File: config.mk
export PLATFORM = sky130hd
export DESIGN_NAME = trivium_decrypt
export DESIGN_NICKNAME = d
export VERILOG_FILES = /design/src/rtl/trivium_pkg.sv /design/src/rtl/trivium_core.sv /design/src/rtl/trivium_decrypt.sv
export SDC_FILE = /design/constraint.sdc
export NUM_CORES = 1
export LEC_CHECK = 0
export CORE_UTILIZATION = 60
export CTS_CLUSTER_SIZE = 28
export DETAILED_ROUTE_END_ITERATION = 16
export PLACE_DENSITY = 0.86
export SLEW_MARGIN = 20
export SYNTH_ARGS = -nofsm -noshare
export SYNTH_HDL_FRONTEND = slang
export SYNTH_SLANG_ARGS = --single-unit
File: constraint.sdc
create_clock -name clk -period 22.1 [get_ports clk]
set_input_delay 4.42 -clock clk [delete_from_list [all_inputs] [get_ports clk]]
set_output_delay 4.42 -clock clk [all_outputs]
set_load 0.01 [all_outputs]
File: src/rtl/trivium_pkg.sv
// Shared Trivium constants: state geometry, tap positions and the decryptor FSM encoding.
// Latency: n/a (package).
// Backpressure: n/a (package).
package trivium_pkg;

  localparam int STATE_W       = 288;
  localparam int KEY_W         = 80;
  localparam int IV_W          = 80;
  localparam int WARMUP_ROUNDS = 1152;

  // Register boundaries, 1-based positions of the last bit of each shift register
  localparam int REG_A_END = 93;
  localparam int REG_B_END = 177;

  // IV lands starting at s94
  localparam int IV_POS = 94;

  // Tap positions, 1-based as in s1..s288
  localparam int T1_A    = 66;
  localparam int T1_B    = 93;
  localparam int T1_AND0 = 91;
  localparam int T1_AND1 = 92;
  localparam int T1_FB   = 171;

  localparam int T2_A    = 162;
  localparam int T2_B    = 177;
  localparam int T2_AND0 = 175;
  localparam int T2_AND1 = 176;
  localparam int T2_FB   = 264;

  localparam int T3_A    = 243;
  localparam int T3_B    = 288;
  localparam int T3_AND0 = 286;
  localparam int T3_AND1 = 287;
  localparam int T3_FB   = 69;

  typedef enum logic [1:0] {
    IDLE = 2'd0,
    WARM = 2'd1,
    FILL = 2'd2,
    FULL = 2'd3
  } dec_state_e;

endpackage

File: src/rtl/trivium_core.sv
// Trivium state register with key/IV load mux and a single-step update; z is taken from the current state.
// Latency: load or step takes effect on the next rising edge; z is combinational from the state.
// Backpressure: none; the state holds whenever neither load nor step is asserted.
import trivium_pkg::*;

module trivium_core (
  input  logic               clk,
  input  logic               reset,
  input  logic               load,
  input  logic [KEY_W-1:0]   key,
  input  logic [IV_W-1:0]    iv,
  input  logic               step,
  output logic               z,
  output logic [STATE_W-1:0] state
);

  // Bit s(i) of the cipher lives at state_q[i-1]
  logic [STATE_W-1:0] state_q;
  logic [STATE_W-1:0] state_d;
  logic [STATE_W-1:0] load_val;
  logic [STATE_W-1:0] step_val;
  logic               t1, t2, t3;
  logic               t1_fb, t2_fb, t3_fb;

  // Tap XORs, keystream bit and nonlinear feedback terms
  always_comb begin
    t1    = state_q[T1_A-1] ^ state_q[T1_B-1];
    t2    = state_q[T2_A-1] ^ state_q[T2_B-1];
    t3    = state_q[T3_A-1] ^ state_q[T3_B-1];
    z     = t1 ^ t2 ^ t3;
    t1_fb = t1 ^ (state_q[T1_AND0-1] & state_q[T1_AND1-1]) ^ state_q[T1_FB-1];
    t2_fb = t2 ^ (state_q[T2_AND0-1] & state_q[T2_AND1-1]) ^ state_q[T2_FB-1];
    t3_fb = t3 ^ (state_q[T3_AND0-1] & state_q[T3_AND1-1]) ^ state_q[T3_FB-1];
  end

  // Session load image and shifted state; load wins over step
  always_comb begin
    load_val                     = '0;
    load_val[KEY_W-1:0]          = key;
    load_val[IV_POS-1 +: IV_W]   = iv;
    load_val[STATE_W-1 -: 3]     = 3'b111;
    // Each register shifts toward higher positions and takes feedback from the previous one
    step_val = {state_q[STATE_W-2:REG_B_END], t2_fb,
                state_q[REG_B_END-2:REG_A_END], t1_fb,
                state_q[REG_A_END-2:0], t3_fb};
    state_d  = state_q;
    if (load) begin
      state_d = load_val;
    end else if (step) begin
      state_d = step_val;
    end
  end

  // State register
  always_ff @(posedge clk or posedge reset) begin
    if (reset) begin
      state_q <= '0;
    end else begin
      state_q <= state_d;
    end
  end

  assign state = state_q;

endmodule

File: src/rtl/trivium_decrypt.sv
// Trivium stream decryptor: warms up the cipher, buffers one W-bit keystream word and XORs it onto ciphertext.
// Latency: first ct_ready WARMUP+W edges after start; plaintext registered one cycle after each ct handshake.
// Backpressure: keystream generation stalls in FULL until a ct word is accepted; ct_ready follows pt_ready when pt is occupied.
import trivium_pkg::*;

module trivium_decrypt #(
  parameter int W      = 8,
  parameter int WARMUP = WARMUP_ROUNDS
) (
  input  logic             clk,
  input  logic             reset,
  input  logic             start,
  input  logic [KEY_W-1:0] key,
  input  logic [IV_W-1:0]  iv,
  input  logic [W-1:0]     ct_data,
  input  logic             ct_valid,
  output logic             ct_ready,
  output logic [W-1:0]     pt_data,
  output logic             pt_valid,
  input  logic             pt_ready,
  output logic             busy
);

  localparam int BIT_CNT_W = $clog2(W + 1);

  dec_state_e             state_q;
  logic [10:0]            warm_cnt_q;
  logic [BIT_CNT_W-1:0]   bit_cnt_q;
  logic [W-1:0]           ks_buf_q;
  logic [W-1:0]           pt_data_q;
  logic                   pt_valid_q;
  logic                   busy_q;

  logic                   core_step;
  logic                   ks_bit;
  logic                   ct_hs;
  logic [STATE_W-1:0]     core_state_unused;

  trivium_core u_core (
    .clk   (clk),
    .reset (reset),
    .load  (start),
    .key   (key),
    .iv    (iv),
    .step  (core_step),
    .z     (ks_bit),
    .state (core_state_unused)
  );

  // The cipher only advances while warming up or filling the buffer, so stalls in FULL never lose keystream
  always_comb begin
    core_step = !start && ((state_q == WARM) || (state_q == FILL));
    ct_ready  = !start && (state_q == FULL) && (!pt_valid_q || pt_ready);
    ct_hs     = ct_ready && ct_valid;
  end

  // Session FSM, keystream buffer and plaintext output register; start overrides everything
  always_ff @(posedge clk or posedge reset) begin
    if (reset) begin
      state_q    <= IDLE;
      warm_cnt_q <= '0;
      bit_cnt_q  <= '0;
      ks_buf_q   <= '0;
      pt_data_q  <= '0;
      pt_valid_q <= 1'b0;
      busy_q     <= 1'b0;
    end else if (start) begin
      state_q    <= WARM;
      warm_cnt_q <= '0;
      bit_cnt_q  <= '0;
      ks_buf_q   <= '0;
      pt_valid_q <= 1'b0;
      busy_q     <= 1'b1;
    end else begin
      if (ct_hs) begin
        pt_data_q  <= ct_data ^ ks_buf_q;
        pt_valid_q <= 1'b1;
      end else if (pt_ready) begin
        pt_valid_q <= 1'b0;
      end

      case (state_q)
        IDLE: begin
        end
        WARM: begin
          if (warm_cnt_q == 11'(WARMUP - 1)) begin
            state_q   <= FILL;
            busy_q    <= 1'b0;
            bit_cnt_q <= '0;
          end else begin
            warm_cnt_q <= warm_cnt_q + 11'd1;
          end
        end
        FILL: begin
          // First keystream bit of a word lands in the LSB
          for (int i = 0; i < W; i++) begin
            if (bit_cnt_q == BIT_CNT_W'(i)) begin
              ks_buf_q[i] <= ks_bit;
            end
          end
          if (bit_cnt_q == BIT_CNT_W'(W - 1)) begin
            state_q <= FULL;
          end else begin
            bit_cnt_q <= bit_cnt_q + 1'b1;
          end
        end
        FULL: begin
          if (ct_hs) begin
            state_q   <= FILL;
            bit_cnt_q <= '0;
          end
        end
        default: begin
          state_q <= IDLE;
        end
      endcase
    end
  end

  assign pt_data  = pt_data_q;
  assign pt_valid = pt_valid_q;
  assign busy     = busy_q;

endmodule

==> impl_metrics.ini, run 1 <==
[worst_setup_path]
r2r-start = state_q[0]
end_kind = output pin
crit_path_start = start
path_class = in2out
crit_fanout = 159
cp.required_ns = 17.68
worst_ep_arrival_time_ns = 6.38
startpoint_type = input port

[clock_network]
cts.sinks = 323
cts_setup_buffers = 0
clock_latency_ns = 0.51
clockRootBuffer = clkbuf_16
h-tree-depth = 2
cts_made_buffers = 34
cts.clk_slew.worst_paths_ns = 0.06
ctsHoldBuffers = 0
cts.path.max_buffers = 3
cts_tree = built
cts_resized = 0

[logic_synthesis]
synth_seq_cells = 323
netlist_instances = 1305
synthArstFlopShare_pct = 100.0
syn_nets = 1486
synth_cell_types = 48
synth_area_per_cell_um2 = 10.93
synth_edf_count = 0
yosysWarnings = 0
postSynth.topFlopCell = dfrtp_1
netlist_area_um2 = 14270
ys_seq_area_share_pct = 56.66

[grt]
grt_pass1_vias = 9586
antenna_found_initial = 1
grt.total_usage_pct = 22.91
grt-ovfl-total = 0
grt_max_degree = 187
grt_pass1_wl_um = 45330

[cells_and_area]
drive_above_1_share_pct = 4.700
final_area_um2 = 17390
nets = 1623
area_growth_syn_to_layout_pct = 21.86

[drt]
drt_iter0_drc = 565
ant_nets = 0
vias = 9648
first_pass_iters = 5
post-route-drc-count = 0
wl_per_cell_um = 14.98
vias_per_cell = 5.396
wirelength_um = 26780

[sta]
rsz0062_at_grt = false
fin_skew_ns = 0.02777
hold_viol_final = 0
timing.final.max_slew_violations = 0
fmax_mhz = 92.58
worstMarginPinSlew_ns = 1.088
worst_slew_margin_rel_pct = 27.48
finalCriticalPeriod_ns = 10.80
fin_hold_ws_ns = 0.5161
fin_crit_sh_pct = 48.88
setup-violations-final = 0
finalSetupTns_ns = 0

[place]
io_buffers = 183
placed_area_um2 = 16260
dp_hpwl_um = 16820
gp_congestion = 0.8074

[floorplanning]
fp.coreArea_um2 = 23400
dieWidth_um = 156.2
std_cell_rows = 56
initial_utilization_pct = 60.96
dieArea_um2 = 24400
io_pins = 184
die_h_um = 156.2

[power_and_ir_drop]
p_leak_nw = 8.343
ir_drop_uv = 206.6
p_per_area_nw_per_um2 = 123.0

[run_status]
status = finished clean

[flow_run]
timing.max_cap.violations = 0

[worst_hold_path]
hp-class = reg2reg
hp-start = u_core.state[251]
-- placed cells by master, fill, tap and decap left out, types with 2 or more instances in the layout --
cell type	count
a21oi_1	12
and3_1	4
buf_12	2
buf_4	5
bufinv_16	2
clkbuf_1	9
clkbuf_16	34
clkbuf_8	7
clkdlybuf4s50_1	182
clkinv_2	6
dfrtp_1	323
ha_1	7
inv_1	8
inv_6	2
mux2i_1	297
nand2_1	172
nand2b_1	2
nand3_1	14
nand4_1	3
nor2_1	150
nor2b_1	2
nor3_1	3
o21ai_0	164
o31ai_1	3
or3_1	2
xnor2_1	15
xor2_1	4
xor3_1	2
-- cell usage after synthesis, types with 2 or more instances --
| master | number | area, µm² |
|---|---|---|
| xor2_1 | 4 | 35.03 |
| xnor2_1 | 15 | 131.4 |
| nor2_1 | 150 | 563.0 |
| clkbuf_1 | 71 | 266.5 |
| nand3_1 | 14 | 70.07 |
| nand2_1 | 172 | 645.6 |
| mux2i_1 | 297 | 2973 |
| dfrtp_1 | 323 | 8083 |
| nor3_1 | 3 | 15.01 |
| a311oi_1 | 2 | 17.52 |
| nand2b_1 | 2 | 12.51 |
| o31ai_1 | 3 | 22.52 |
| inv_1 | 9 | 33.78 |
| and3_1 | 4 | 25.02 |
| nor2b_1 | 2 | 12.51 |
| nand4_1 | 3 | 18.77 |
| ha_1 | 8 | 100.1 |
| xor3_1 | 2 | 47.55 |
| a21oi_1 | 12 | 60.06 |
| o21ai_0 | 164 | 820.8 |
| buf_1 | 17 | 63.81 |
| or3_1 | 2 | 12.51 |
-- routing by layer --
metal,up-vias,global-route usage [%],routed length [µm]
met4,0,6.956,548
met5,-,0,0
met2,210,38.29,13260
met3,43,5.667,1477
met1,4670,29.56,11490
li1,4725,-,-
-- area by class of cell --
class	instances	area [µm²]
Antenna cell	1	2.502
Clock buffer	50	980.9
Clock inverter	12	131.4
Fill cell	1635	6017
Inverter	10	45.04
Multi-Input combinational cell	883	5829
Sequential cell	323	8083
Tap cell	319	399.1
Timing Repair Buffer	190	1914
-- sequential cells by signal, summed over array words and instances (netlist names) --
name          cells
u_core.state    288
warm_cnt_q       11
ks_buf_q          8
pt_data           8
bit_cnt_q         4
state_q           2
busy              1
pt_valid          1
-- logic make-up after synthesis --
logic type / share of synthesized area (%)
and+or+nand+nor: 10.18
DFF: 56.66
muxes: 20.84
AOI/OAI and AO/OA: 7.350
buffers and inverters: 2.614
xor gates and xnor gates: 1.658
adders and majority gates: 0.7017
-- final timing paths --
path / to / slack (ns) / cells after the start
min reg2reg: u_core.state[252] / 0.52 / 2
min: u_core.state[252] / 0.52 / 2
min in group asynchronous: u_core.state[29] / 4.51 / 2
max in group asynchronous: u_core.state[209] / 16.09 / 3
max: ct_ready / 11.30 / 4
max reg2reg: u_core.state[129] / 18.75 / 6
-- critical path, cell delays in order --
cell and delay [ns]:
buf_8 0.58, clkinv_1 0.50, and3_1 0.31, clkdlybuf4s50_1 0.47
-- power breakdown --
part           switching [mW]  internal [mW]  leakage [nW]
Combinational           0.394          0.396          3.62
Clock                   0.225          0.334         0.548
Sequential             0.0747          0.716          4.18
Total                   0.693           1.45          8.34
-- metrics by stage --
stage	worst slack (ns)	std cells	power, mW	utilization (%)
6_report	11.30	1788	2.139	74.29
5_1_grt	11.14	1788	2.256	74.29
4_1_cts	11.35	1787	2.154	74.25
3_5_place_dp	11.37	1725	1.591	69.50
3_3_place_gp	11.39	1725	1.563	69.50
2_1_floorplan	8.739	1305	1.420	-
Power figures use the tool's default switching activity.
==> inputs of run 2 (changes only) <==
- CORE_UTILIZATION: 60 -> 56
- PLACE_DENSITY: 0.86 -> 0.81
- clock period: 22.1 -> 10.25 ns (I/O delays scaled with it)
==> run 2 against run 1 <==
- non-clock buffer count increased by 4
- core utilization decreased by 4.6 points
- sequential power increased by 110%
- clock power increased by 130%
- combinational power is 110% higher
- power up 120%
- die area up 7.1%
- critical path depth is the same
- design area up 0.69%
- final cell count is 0.67% higher
- hold slack got worse by 0.0015 ns
- largest cell class unchanged
- highest routed layer unchanged
==> impl_metrics.ini, run 2 (synthesis results as in run 1) <==
[floorplanning]
dieWidth_um = 161.6
die_h_um = 161.6
dieArea_um2 = 26120
fp.coreArea_um2 = 25110
io_pins = 184
initial_utilization_pct = 56.82
std_cell_rows = 58

[sta]
fin_skew_ns = 0.01580
timing.final.max_slew_violations = 0
rsz0062_at_grt = false
setup-violations-final = 0
finalSetupTns_ns = 0
worst_slew_margin_rel_pct = 28.24
hold_viol_final = 0
finalCriticalPeriod_ns = 5.919
worstMarginPinSlew_ns = 1.076
fin_crit_sh_pct = 57.75
layout_setup_ws_ns = 4.331
fmax_mhz = 168.9

[place]
dp_hpwl_um = 16720
place_ws_ns = 4.307
io_buffers = 183
placed_area_um2 = 16280
dp_cells = 1739
gp_congestion = 0.8053

[worst_setup_path]
crit_fanout = 155
cp.required_ns = 8.20
path_class = in2out
end_kind = output pin
worst_ep_arrival_time_ns = 3.87
startpoint_type = input port

[grt]
antenna_found_initial = 0
grt-ovfl-total = 0
grt_pass1_wl_um = 45570
grt_max_degree = 193
grt_pass1_vias = 9581
grt.total_usage_pct = 21.24

[cells_and_area]
multi_input_area_um2 = 5823
final_common_cell = dfrtp_1
drive_above_1_share_pct = 5.238
diodes = 0
area_growth_syn_to_layout_pct = 22.71
final_cells = 1800
nets = 1627
nFillCells = 1881
final_area_um2 = 17510
largest_register_ffs = 288
layout_common_cells = dfrtp_1, mux2i_1, clkdlybuf4s50_1, nand2_1, o21ai_0
seq_area_um2 = 8083

[drt]
drt_iter0_drc = 607
post-route-drc-count = 0
wl_per_cell_um = 14.80
ant_nets = 0
vias_per_cell = 5.363
wirelength_um = 26640
vias = 9654
first_pass_iters = 5

[flow_run]
timing.max_cap.violations = 0

[clock_network]
clockRootBuffer = clkbuf_16
cts_tree = built
cts_made_buffers = 34
cts.sinks = 323
cts_resized = 0
cts_setup_buffers = 0
cts.path.max_buffers = 3
cts.clk_slew.worst_paths_ns = 0.06
h-tree-depth = 2
clock_latency_ns = 0.50
ctsHoldBuffers = 0

[power_and_ir_drop]
ir_drop_uv = 198.3
p_per_area_nw_per_um2 = 267.2
p_leak_nw = 8.404

[run_status]
status = finished clean

[worst_hold_path]
hp-class = reg2reg
==> run 2: cell count changes in the layout (fill, tap and decap cells not counted), moves of 2 or more <==
cell | previous run | this run
clkbuf_1 | 9 | 2
bufinv_16 | 2 | 4
clkbuf_8 | 7 | 9
buf_4 | 5 | 9
==> run 2: path summary, 6_finish.rpt <==
kind,startpoint,endpoint,slack [ns],cells past startpoint
setup reg to reg,state_q[0],u_core.state[158],6.43,6
hold reg to reg,u_core.state[264],u_core.state[265],0.51,2
min in group asynchronous,reset,u_core.state[21],1.95,3
hold / removal,u_core.state[264],u_core.state[265],0.51,2
max in group asynchronous,reset,u_core.state[51],6.52,5
setup / recovery,start,ct_ready,4.33,4
==> run 2: per-stage QoR <==
| stage | hold WS [ns] | power (mW) | utilization, % |
|---|---|---|---|
| 6_report | 0.5146 | 4.677 | 69.72 |
| 5_1_grt | 0.5408 | 4.947 | 69.72 |
| 4_1_cts | 0.5197 | 4.718 | 69.61 |
| 3_5_place_dp | 0.5043 | 3.421 | 64.85 |
| 3_3_place_gp | 0.4975 | 3.374 | 64.85 |
| 2_1_floorplan | 0.4647 | 3.062 | - |
==> run 2: critical path, stage by stage <==
cell	delay, ns
buf_8	0.52
clkinv_1	0.50
and3_1	0.31
clkdlybuf4s50_1	0.47
==> run 2: routing by layer <==
| layer | share of wire, % | up-vias | wire, µm | track usage (%) |
|---|---|---|---|---|
| met5 | 0 | - | 0 | 0 |
| met4 | 1.6 | 0 | 435 | 5.403 |
| met3 | 5.5 | 37 | 1466 | 4.391 |
| met2 | 48 | 205 | 12810 | 35.07 |
| met1 | 45 | 4663 | 11930 | 28.77 |
| li1 | - | 4749 | - | - |
==> run 2: report_power, final <==
group          leakage (nW)  switching [mW]  internal [mW]
clock network         0.593           0.489          0.792
registers              4.18           0.159           1.54
logic                  3.63           0.847          0.847
total                  8.40            1.49           3.18
==> run 2: cell type report <==
class | count | area share, %
tap | 330 | 2.359
clock inverter | 14 | 1.065
sequential | 323 | 46.17
clock buffer | 46 | 5.754
multi-input combinational | 883 | 33.26
inverter | 10 | 0.2359
timing repair buffer | 194 | 11.15
==> inputs of run 3 (changes only) <==
- clock period: 10.25 -> 6.15 ns (I/O delays scaled with it)
==> run 3 against run 2 <==
- critical endpoint unchanged
- hold slack got worse by 0.014 ns
- clock skew up 0.0033 ns
- die area stayed put
- core utilization decreased by 0.17 points
- worst setup slack got worse by 2.3 ns
- routed wire length is 1.6% higher
- non-clock buffer count is 2 lower
- global-route usage rose by 0.32 points
==> impl_metrics.ini, run 3 (synthesis results as in run 1) <==
[grt]
grt_pass1_wl_um = 45840
grt_max_degree = 170
grt-ovfl-total = 0
grt_pass1_vias = 9605
grt.total_usage_pct = 21.56
antenna_found_initial = 1

[sta]
setup-violations-final = 0
fin_skew_ns = 0.01913
worstMarginPinSlew_ns = 1.093
fmax_mhz = 239.9
finalCriticalPeriod_ns = 4.169
finalSetupTns_ns = 0
worst_slew_margin_rel_pct = 26.64
fin_crit_sh_pct = 67.79
hold_viol_final = 0
rsz0062_at_grt = false
timing.final.max_slew_violations = 0

[clock_network]
cts_tree = built
cts.sinks = 323
ctsHoldBuffers = 0
clockRootBuffer = clkbuf_16
h-tree-depth = 2
cts.path.max_buffers = 3
clock_latency_ns = 0.51
cts.clk_slew.worst_paths_ns = 0.06
cts_made_buffers = 35
cts_resized = 0
cts_setup_buffers = 0

[drt]
vias = 9673
wirelength_um = 27060
first_pass_iters = 5
ant_nets = 0
vias_per_cell = 5.383
drt_iter0_drc = 686
wl_per_cell_um = 15.06
post-route-drc-count = 0

[floorplanning]
dieWidth_um = 161.6
die_h_um = 161.6
io_pins = 184
initial_utilization_pct = 56.82
std_cell_rows = 58
fp.coreArea_um2 = 25110
dieArea_um2 = 26120

[worst_setup_path]
critPathCapture = ct_ready
ff2ff_path_depth = 6
cp_num_cells = 4
crit_fanout = 124
r2r_setup_slack_ns = 3.35
crit_family = buffers and inverters
startpoint_type = input port
cp.required_ns = 4.92
crit_path_start = start
cpPeakStageDelay_ns = 0.47
path_class = in2out
cp_slowest_cell = clkdlybuf4s50_1
reg2reg_to = u_core.state[0]
end_kind = output pin
cp_cell_sequence = buf_8 > clkinv_1 > and3_1 > clkdlybuf4s50_1
worst_ep_arrival_time_ns = 2.94
critPathBufInv = 3
r2r-start = state_q[0]

[power_and_ir_drop]
seqPwrFrac_pct = 36.6
p_per_area_nw_per_um2 = 445.5
p_leak_nw = 8.373
p_sw_share_pct = 32.34
ir_drop_uv = 579.3
switching_power_mw = 2.516
p_int_mw = 5.264
p_clk_share_pct = 26.9
power_frac_comb_pct = 36.5

[worst_hold_path]
hp-start = u_core.state[284]
hp-class = reg2reg

[cells_and_area]
area_growth_syn_to_layout_pct = 22.40
final_common_cell = dfrtp_1
nFillCells = 1839
largest_register_ffs = 288
nets = 1626
drive_above_1_share_pct = 4.567
diodes = 0
layout_common_cells = dfrtp_1, mux2i_1, clkdlybuf4s50_1, nand2_1, o21ai_0
final_area_um2 = 17460

[place]
io_buffers = 183
placed_area_um2 = 16300
gp_congestion = 0.7630
dp_hpwl_um = 17130

[flow_run]
timing.max_cap.violations = 0

[run_status]
status = finished clean
[run 3: cell count changes in the layout (fill, tap and decap cells not counted), moves of 2 or more]
cell / before / now
buf_12: 1 / 3
buf_4: 9 / 5
clkbuf_8: 9 / 4
clkbuf_1: 2 / 9
clkbuf_16: 35 / 37
clkinv_2: 6 / 4
[run 3: how the worst min path moves through the flow]
| stage | to | slack, ns | depth (start not counted) |
|---|---|---|---|
| floorplan | u_core.state[285] | 0.46 | 2 |
| global placement | u_core.state[285] | 0.49 | 2 |
| detailed placement | u_core.state[285] | 0.50 | 2 |
| CTS | u_core.state[285] | 0.51 | 2 |
| global route | u_core.state[284] | 0.54 | 2 |
| finish | u_core.state[285] | 0.50 | 2 |
[run 3: final cells by class]
class | count | area [µm²] | share of cell area, %
sequential | 323 | 8083 | 46.29
multi-input combinational | 883 | 5823 | 33.35
timing repair buffer | 192 | 1946 | 11.14
clock buffer | 50 | 1015 | 5.811
tap | 330 | 412.9 | 2.365
clock inverter | 9 | 141.4 | 0.8097
inverter | 10 | 41.29 | 0.2365
[run 3: through the flow]
step                hold WS (ns)  std cells  power [mW]  setup slack, ns  utilization (%)
floorplan                 0.4647       1305       5.104           0.6112                -
global placement          0.4921       1738       5.623            2.027            64.92
detailed placement        0.4987       1738       5.715            1.994            64.92
CTS                       0.5066       1797       7.854            2.008            69.53
global route              0.5412       1797       8.217            1.841            69.54
finish                    0.5006       1797       7.780            1.981            69.54
[run 3: power groups by stage]
stage	clock network (mW)	logic [mW]	registers, mW
floorplan	0	2.30	2.81
global route	2.24	3.08	2.90
CTS	2.14	2.86	2.85
finish	2.09	2.84	2.85
global placement	0	2.77	2.85
detailed placement	0	2.84	2.88
[run 3: tightest hold or removal path, delay by kind of cell (launching register included)]
family | cells | cell delay, ns
and+or+nand+nor | 1 | 0.06
muxes | 1 | 0.07
DFF | 1 | 0.35
[run 3: metal layers]
metal  GRT usage, %  wire, µm  share of wire (%)
met1          28.71     11970                 44
met5              0         0                  0
met4          6.561       500                1.8
met3          4.828      1491                5.5
met2          35.38     13100                 48
